==> src/rtl/ifu_prefetch.sv <==
// ifu_prefetch: instruction prefetch unit.
// Issues word-aligned fetch requests on a grant/rvalid memory port, buffers
// in-order responses in a DEPTH-entry FIFO and hands them to the decoder on
// a valid/ready interface. A redirect flushes the buffer; responses still in
// flight from the old stream are drained and discarded before fetching the
// new target. Credits (fifo_count + outstanding < DEPTH) guarantee the FIFO
// never overflows.
// Optional feature: define IFU_PERF_CNT_EN to add the performance counters
// perf_fetched_o (handshakes) and perf_stall_o (cycles without valid).

// Simulation-only checker: a response must never arrive while the FIFO is full.
module ifu_prefetch_chk (
  input logic clock,
  input logic reset_n,
  input logic fifo_full,
  input logic rsp_in_fetch
);

  a_no_push_when_full: assert property (
    @(posedge clock) disable iff (!reset_n) !(fifo_full && rsp_in_fetch)
  );

endmodule

module ifu_prefetch #(
  parameter int              XLEN     = 32,
  parameter int              DEPTH    = 4,
  parameter logic [XLEN-1:0] RESET_PC = '0
) (
  input  logic            clock,
  input  logic            reset_n,
  output logic            imem_req,
  output logic [XLEN-1:0] imem_addr,
  input  logic            imem_gnt,
  input  logic            imem_rvalid,
  input  logic [XLEN-1:0] imem_rdata,
  input  logic            redirect_i,
  input  logic [XLEN-1:0] redirect_pc_i,
  output logic            instr_valid_o,
  input  logic            instr_ready_i,
  output logic [XLEN-1:0] instr_code_o,
  output logic [XLEN-1:0] instr_pc_o
`ifdef IFU_PERF_CNT_EN
  ,
  output logic [31:0]     perf_fetched_o,
  output logic [31:0]     perf_stall_o
`endif
);

  localparam int AW = (DEPTH > 1) ? $clog2(DEPTH) : 1;
  localparam int CW = AW + 1;

  localparam logic [0:0]      ST_FETCH      = 1'b0;
  localparam logic [0:0]      ST_DRAIN      = 1'b1;
  localparam logic [CW-1:0]   CNT_ONE       = CW'(1'b1);
  localparam logic [CW-1:0]   CNT_ZERO      = {CW{1'b0}};
  localparam logic [AW-1:0]   PTR_ONE       = AW'(1'b1);
  localparam logic [AW-1:0]   PTR_ZERO      = {AW{1'b0}};
  localparam logic [CW:0]     DEPTH_C       = (CW+1)'(DEPTH);
  localparam logic [XLEN-1:0] PC_STEP       = XLEN'(3'd4);
  localparam logic [XLEN-1:0] PC_ALIGN_MASK = ~(XLEN'(2'b11));

  logic [0:0]      state_r, state_nxt_s;
  logic [XLEN-1:0] fetch_pc_r, fetch_pc_nxt_s;
  logic [CW-1:0]   fifo_count_r, fifo_count_nxt_s;
  logic [CW-1:0]   outstanding_r, outstanding_nxt_s;
  logic [AW-1:0]   wr_ptr_r, wr_ptr_nxt_s;
  logic [AW-1:0]   rd_ptr_r, rd_ptr_nxt_s;
  logic            req_r, req_nxt_s;
  logic            valid_r, valid_nxt_s;
  logic [XLEN-1:0] code_mem_r [DEPTH];
  logic [XLEN-1:0] pc_mem_r   [DEPTH];

  logic            grant_s;
  logic            pop_s;
  logic            push_s;
  logic [XLEN-1:0] rsp_addr_s;

  assign grant_s = req_r & imem_gnt;
  assign pop_s   = valid_r & instr_ready_i;
  // Responses are only kept in FETCH and never in a redirect cycle.
  assign push_s  = imem_rvalid & (state_r == ST_FETCH) & ~redirect_i;
  // In FETCH all outstanding requests are consecutive words ending just
  // below fetch_pc, so the oldest one sits outstanding words back.
  assign rsp_addr_s = fetch_pc_r - (XLEN'(outstanding_r) << 2'd2);

  // Outstanding-request counter: +1 per grant, -1 per response (kept or not).
  always_comb begin
    outstanding_nxt_s = outstanding_r;
    if (grant_s && !imem_rvalid) begin
      outstanding_nxt_s = outstanding_r + CNT_ONE;
    end else if (!grant_s && imem_rvalid) begin
      outstanding_nxt_s = outstanding_r - CNT_ONE;
    end else begin
      outstanding_nxt_s = outstanding_r;
    end
  end

  // FIFO occupancy and pointers; a redirect empties the buffer.
  always_comb begin
    fifo_count_nxt_s = fifo_count_r;
    wr_ptr_nxt_s     = wr_ptr_r;
    rd_ptr_nxt_s     = rd_ptr_r;
    if (redirect_i) begin
      fifo_count_nxt_s = CNT_ZERO;
      wr_ptr_nxt_s     = PTR_ZERO;
      rd_ptr_nxt_s     = PTR_ZERO;
    end else begin
      wr_ptr_nxt_s = push_s ? (wr_ptr_r + PTR_ONE) : wr_ptr_r;
      rd_ptr_nxt_s = pop_s  ? (rd_ptr_r + PTR_ONE) : rd_ptr_r;
      case ({push_s, pop_s})
        2'b10:   fifo_count_nxt_s = fifo_count_r + CNT_ONE;
        2'b01:   fifo_count_nxt_s = fifo_count_r - CNT_ONE;
        default: fifo_count_nxt_s = fifo_count_r;
      endcase
    end
  end

  // Fetch address, state transition and the registered req/valid outputs.
  always_comb begin
    fetch_pc_nxt_s = fetch_pc_r;
    state_nxt_s    = state_r;
    if (redirect_i) begin
      fetch_pc_nxt_s = redirect_pc_i & PC_ALIGN_MASK;
      state_nxt_s    = (outstanding_nxt_s != CNT_ZERO) ? ST_DRAIN : ST_FETCH;
    end else begin
      fetch_pc_nxt_s = grant_s ? (fetch_pc_r + PC_STEP) : fetch_pc_r;
      case (state_r)
        ST_FETCH: state_nxt_s = ST_FETCH;
        ST_DRAIN: state_nxt_s = (outstanding_nxt_s == CNT_ZERO) ? ST_FETCH : ST_DRAIN;
        default:  state_nxt_s = ST_FETCH;
      endcase
    end
    req_nxt_s   = (state_nxt_s == ST_FETCH) &&
                  (({1'b0, fifo_count_nxt_s} + {1'b0, outstanding_nxt_s}) < DEPTH_C);
    valid_nxt_s = (fifo_count_nxt_s != CNT_ZERO);
  end

  // Control state registers.
  always_ff @(posedge clock or negedge reset_n) begin
    if (!reset_n) begin
      state_r       <= ST_FETCH;
      fetch_pc_r    <= RESET_PC;
      fifo_count_r  <= CNT_ZERO;
      outstanding_r <= CNT_ZERO;
      wr_ptr_r      <= PTR_ZERO;
      rd_ptr_r      <= PTR_ZERO;
      req_r         <= 1'b0;
      valid_r       <= 1'b0;
    end else begin
      state_r       <= state_nxt_s;
      fetch_pc_r    <= fetch_pc_nxt_s;
      fifo_count_r  <= fifo_count_nxt_s;
      outstanding_r <= outstanding_nxt_s;
      wr_ptr_r      <= wr_ptr_nxt_s;
      rd_ptr_r      <= rd_ptr_nxt_s;
      req_r         <= req_nxt_s;
      valid_r       <= valid_nxt_s;
    end
  end

  // FIFO storage; cleared on reset so the head outputs read zero.
  always_ff @(posedge clock or negedge reset_n) begin
    if (!reset_n) begin
      for (int i = 0; i < DEPTH; i++) begin
        code_mem_r[i] <= {XLEN{1'b0}};
        pc_mem_r[i]   <= {XLEN{1'b0}};
      end
    end else if (push_s) begin
      code_mem_r[wr_ptr_r] <= imem_rdata;
      pc_mem_r[wr_ptr_r]   <= rsp_addr_s;
    end else begin
      code_mem_r[wr_ptr_r] <= code_mem_r[wr_ptr_r];
      pc_mem_r[wr_ptr_r]   <= pc_mem_r[wr_ptr_r];
    end
  end

  assign imem_req      = req_r;
  assign imem_addr     = fetch_pc_r;
  assign instr_valid_o = valid_r;
  assign instr_code_o  = code_mem_r[rd_ptr_r];
  assign instr_pc_o    = pc_mem_r[rd_ptr_r];

`ifdef IFU_PERF_CNT_EN
  logic [31:0] perf_fetched_r;
  logic [31:0] perf_stall_r;

  // Handshake and stall counters, free-running with natural wrap.
  always_ff @(posedge clock or negedge reset_n) begin
    if (!reset_n) begin
      perf_fetched_r <= 32'd0;
      perf_stall_r   <= 32'd0;
    end else begin
      perf_fetched_r <= pop_s    ? (perf_fetched_r + 32'd1) : perf_fetched_r;
      perf_stall_r   <= !valid_r ? (perf_stall_r + 32'd1)   : perf_stall_r;
    end
  end

  assign perf_fetched_o = perf_fetched_r;
  assign perf_stall_o   = perf_stall_r;
`endif

`ifndef SYNTHESIS
  ifu_prefetch_chk u_chk (
    .clock        (clock),
    .reset_n      (reset_n),
    .fifo_full    (fifo_count_r == CW'(DEPTH)),
    .rsp_in_fetch (imem_rvalid && (state_r == ST_FETCH))
  );
`endif

endmodule

==> config.mk <==
export PLATFORM = sky130hd
export DESIGN_NAME = ifu_prefetch
export DESIGN_NICKNAME = d
export VERILOG_FILES = /design/src/rtl/ifu_prefetch.sv
export SDC_FILE = /design/constraint.sdc
export NUM_CORES = 1
export LEC_CHECK = 0
export ABC_AREA = 0
export CELL_PAD_IN_SITES_DETAIL_PLACEMENT = 1
export CELL_PAD_IN_SITES_GLOBAL_PLACEMENT = 2
export CORE_ASPECT_RATIO = 1.5
export CORE_MARGIN = 1
export CORE_UTILIZATION = 30
export DETAILED_ROUTE_END_ITERATION = 10
export PLACE_DENSITY_LB_ADDON = 0.1
export SLEW_MARGIN = 10
export SYNTH_ARGS = -nofsm -noshare
export SYNTH_HDL_FRONTEND = slang
export SYNTH_SLANG_ARGS = --single-unit
==> constraint.sdc <==
create_clock -name clock -period 7.6 [get_ports clock]
set_input_delay 2.28 -clock clock [delete_from_list [all_inputs] [get_ports clock]]
set_output_delay 2.28 -clock clock [all_outputs]
set_load 0.005 [all_outputs]
==> flow_metrics.py <==
metrics = {
    "layout": {
        "regArea_um2": 7500,
        "diodes": 0,
        "fin_nets": 1538,
        "drive_gt1_frac": 0.206,
        "fin_util": 0.372,
        "fill_cells": 5531,
        "area_growth_pct": 22.4,
        "multi_input_area_um2": 7820,
    },
    "grt": {
        "antenna_found_initial": 0,
        "grt_pass1_wl_mm": 72.9,
        "grtUsageTotal": 0.178,
        "grt_overflow_total": 0,
        "grt_max_degree": 135,
        "grt_pass1_vias": 12056,
    },
    "floorplanning": {
        "io_pins": 168,
        "die-width_um": 189,
        "rows": 102,
        "chipHeight_um": 282,
        "core_region_area_um2": 51700,
        "dieArea_um2": 53300,
        "start_util": 0.304,
    },
    "pwr": {
        "pwr-share-comb": 0.342,
        "powerDensity_nw_per_um2": 340,
        "p_leak_nw": 7.24,
        "p_clk_frac": 0.276,
        "p_int_w": 0.00444,
        "switchingPower_w": 0.00209,
        "swShare": 0.321,
        "ir_drop_mv": 0.130,
        "power_frac_seq": 0.383,
    },
    "sta": {
        "tightest_slew_ns": 0.986,
        "min_period_ns": 5.37,
        "slew_headroom": 0.343,
        "drv_slew": 0,
        "setup-tns-final_ns": 0,
        "hold_viol": 0,
        "setup_viol": 0,
        "fin_worst_skew_ns": 0.0193,
        "fmax_ghz": 0.186,
        "rsz0062_at_grt": "no",
        "fin_crit_sh": 0.707,
    },
    "critical_path": {
        "cp_num_buf_inv": 2,
        "r2r_setup_slack_ns": 3.85,
        "cp-start-kind": "register",
        "slowest_stage": "dfrtp_4",
        "cp.required_ns": 5.32,
        "worstPathArrival_ns": 3.09,
        "crit_family": "buffers and inverters",
        "max_stage_delay_ns": 0.96,
        "crit_type": "register to output pin",
        "critPathCaptureType": "output pin",
        "critPathMaxFanout": 35,
        "crit_chain": "buf_4, mux4_2, clkdlybuf4s50_1",
    },
    "clocking": {
        "postCtsSetupBuffers": 0,
        "cts_tree": "built",
        "cts_made_buffers": 37,
        "htree_levels": 2,
        "clkLatencyLatePin_ns": 0.52,
        "post_cts_resized": 0,
        "ctsHoldBuffers": 0,
        "clockBufferDepth": 3,
        "clock-sinks": 299,
        "cts-root-buf": "clkbuf_16",
        "path_clk_slew_ns": 0.06,
    },
    "synthesis": {
        "yosysTopAreaCell": "dfrtp_1",
        "syn-instance-count": 1335,
        "synth_top_area_share": 0.476,
        "ys_warn_count": 0,
        "synth_compound_area_frac": 0.0782,
        "synth_fa_ha_area_frac": 0.0129,
        "synthMuxAreaShare": 0.274,
        "async_reset_ff_frac": 1.00,
        "synth-seq-cells": 299,
        "synth_xor_xnor_area_share": 0.0346,
        "ys_top_cells_by_area": "dfrtp_1 (48%), mux4_2 (18%), mux2_2 (6.1%)",
        "avgSynthCellArea_um2": 11.8,
        "synth_cell_types": 44,
        "synth_edf_count": 0,
        "synth_top_family_by_area": "multiplexers",
        "ys.flop_type": "dfrtp_1",
        "synth_area_um2": 15700,
        "synth_simple_gate_area_frac": 0.0946,
        "seq_area_frac_synth": 0.476,
    },
    "drt": {
        "first_iter_violations": 375,
        "wl_per_cell_um": 21.5,
        "finalWirelength_mm": 46.4,
        "via_per_inst": 5.09,
        "drc_errors": 0,
        "ant_nets": 0,
        "num_vias": 10959,
        "dr.pass1.iters": 4,
    },
    "run_status": {
        "outcome": "finished, final reports clean",
    },
    "place": {
        "gp_congestion": 0.706,
        "dp_hpwl_mm": 28.3,
        "port_buffers": 163,
    },
    "hold_path": {
        "hp-class": "register to register",
    },
    "job": {
        "cap_violations": 0,
    },
}
-- per-stage QoR --
| step | power, W | hold slack, ns | setup WS [ns] | instances | cell area [µm²] |
|---|---|---|---|---|---|
| finish | 0.00653 | 0.528 | 2.23 | 2152 | 19200 |
| global route | 0.00697 | 0.542 | 2.01 | 2152 | 19200 |
| CTS | 0.00668 | 0.530 | 2.07 | 2152 | 19200 |
| detailed placement | 0.00482 | 0.517 | 1.77 | 2090 | 18000 |
| global placement | 0.00475 | 0.504 | 1.73 | 2090 | 18000 |
| floorplan | 0.00386 | 0.490 | 2.57 | 1336 | 15700 |
-- power groups by stage --
| stage | Clock (W) | Sequential [W] | Combinational, W |
|---|---|---|---|
| after detailed placement | 0 | 0.00254 | 0.00229 |
| after global routing | 0.00192 | 0.00259 | 0.00246 |
| after CTS | 0.00187 | 0.00251 | 0.00229 |
| after floorplan | 0 | 0.00235 | 0.00151 |
| final | 0.00180 | 0.00250 | 0.00223 |
| after global placement | 0 | 0.00250 | 0.00224 |
-- cells by family after synthesis --
logic type	Yosys count
AOI/OAI and AO/OA	238
xor gates and xnor gates	62
adders and majority gates	15
buffers and inverters	118
DFF	299
muxes	259
other	1
and+or+nand+nor	343
-- worst reg2reg max path, stage by stage (launching register included) --
cell and delay [ns]:
dfrtp_4 0.85, buf_4 0.87, ha_4 0.64, buf_4 0.80
mux2_2 0.46
-- final timing paths --
kind                                                from                    endpoint  cells past startpoint
min in group asynchronous                        reset_n  code_mem_r[70]$_DFFE_PN0P_                      1
worst min-delay path            pc_mem_r[12]$_DFFE_PN0P_    pc_mem_r[12]$_DFFE_PN0P_                      1
worst max register to register   wr_ptr_r[0]$_DFFE_PN0P_    pc_mem_r[92]$_DFFE_PN0P_                      4
worst min register to register  pc_mem_r[12]$_DFFE_PN0P_    pc_mem_r[12]$_DFFE_PN0P_                      1
max in group asynchronous                        reset_n     wr_ptr_r[1]$_DFFE_PN0P_                      2
worst max-delay path             rd_ptr_r[0]$_DFFE_PN0P_              instr_pc_o[17]                      3
-- state kept, by name, summed over array words and instances, names as in the netlist, 2 cells and up --
| name | cells |
|---|---|
| code_mem_r | 128 |
| pc_mem_r | 128 |
| imem_addr | 30 |
| fifo_count_r | 3 |
| outstanding_r | 3 |
| rd_ptr_r | 2 |
| wr_ptr_r | 2 |
-- cell usage in the layout, fill, tap and decap left out, types with 4 or more instances in the layout --
cell type        count
dfrtp_1            295
nor2_1             201
a21oi_1            172
clkdlybuf4s50_1    161
mux4_2             128
mux2_2              85
nand2_1             67
o21ai_0             47
mux2i_1             46
clkbuf_16           37
xnor2_1             35
xor2_1              27
buf_4               20
nand3_1             17
inv_1               11
a31oi_1             11
nor3_1              11
nand4_1             11
clkbuf_8            11
clkbuf_1            10
ha_1                 9
or3_1                5
or4_1                5
nor4_1               5
ha_4                 4
dfrtp_4              4
-- synthesized netlist by cell type (12+ instances only) --
cell / number
xnor2_1: 35
buf_1: 15
mux4_2: 128
o21ai_0: 47
mux2_2: 85
dfrtp_1: 299
nand2_1: 67
mux2i_1: 46
ha_1: 13
nor2_1: 202
a21oi_1: 172
xor2_1: 27
clkbuf_1: 85
nand3_1: 17
inv_1: 12
-- per-layer routing --
metal / part of all wire / vias up / global-route usage
li1: - / 5071 / -
met1: 0.43 / 5670 / 0.222
met2: 0.52 / 170 / 0.324
met3: 0.033 / 48 / 0.0263
met4: 0.016 / 0 / 0.0414
met5: 0 / - / 0
-- cell type report --
class	count	area share
clock buffer	58	0.0580
timing repair buffer	184	0.0937
sequential	299	0.390
clock inverter	4	0.00527
multi-input combinational	919	0.407
tap	676	0.0440
inverter	12	0.00241
No activity file was read; power rests on OpenSTA's default activity.
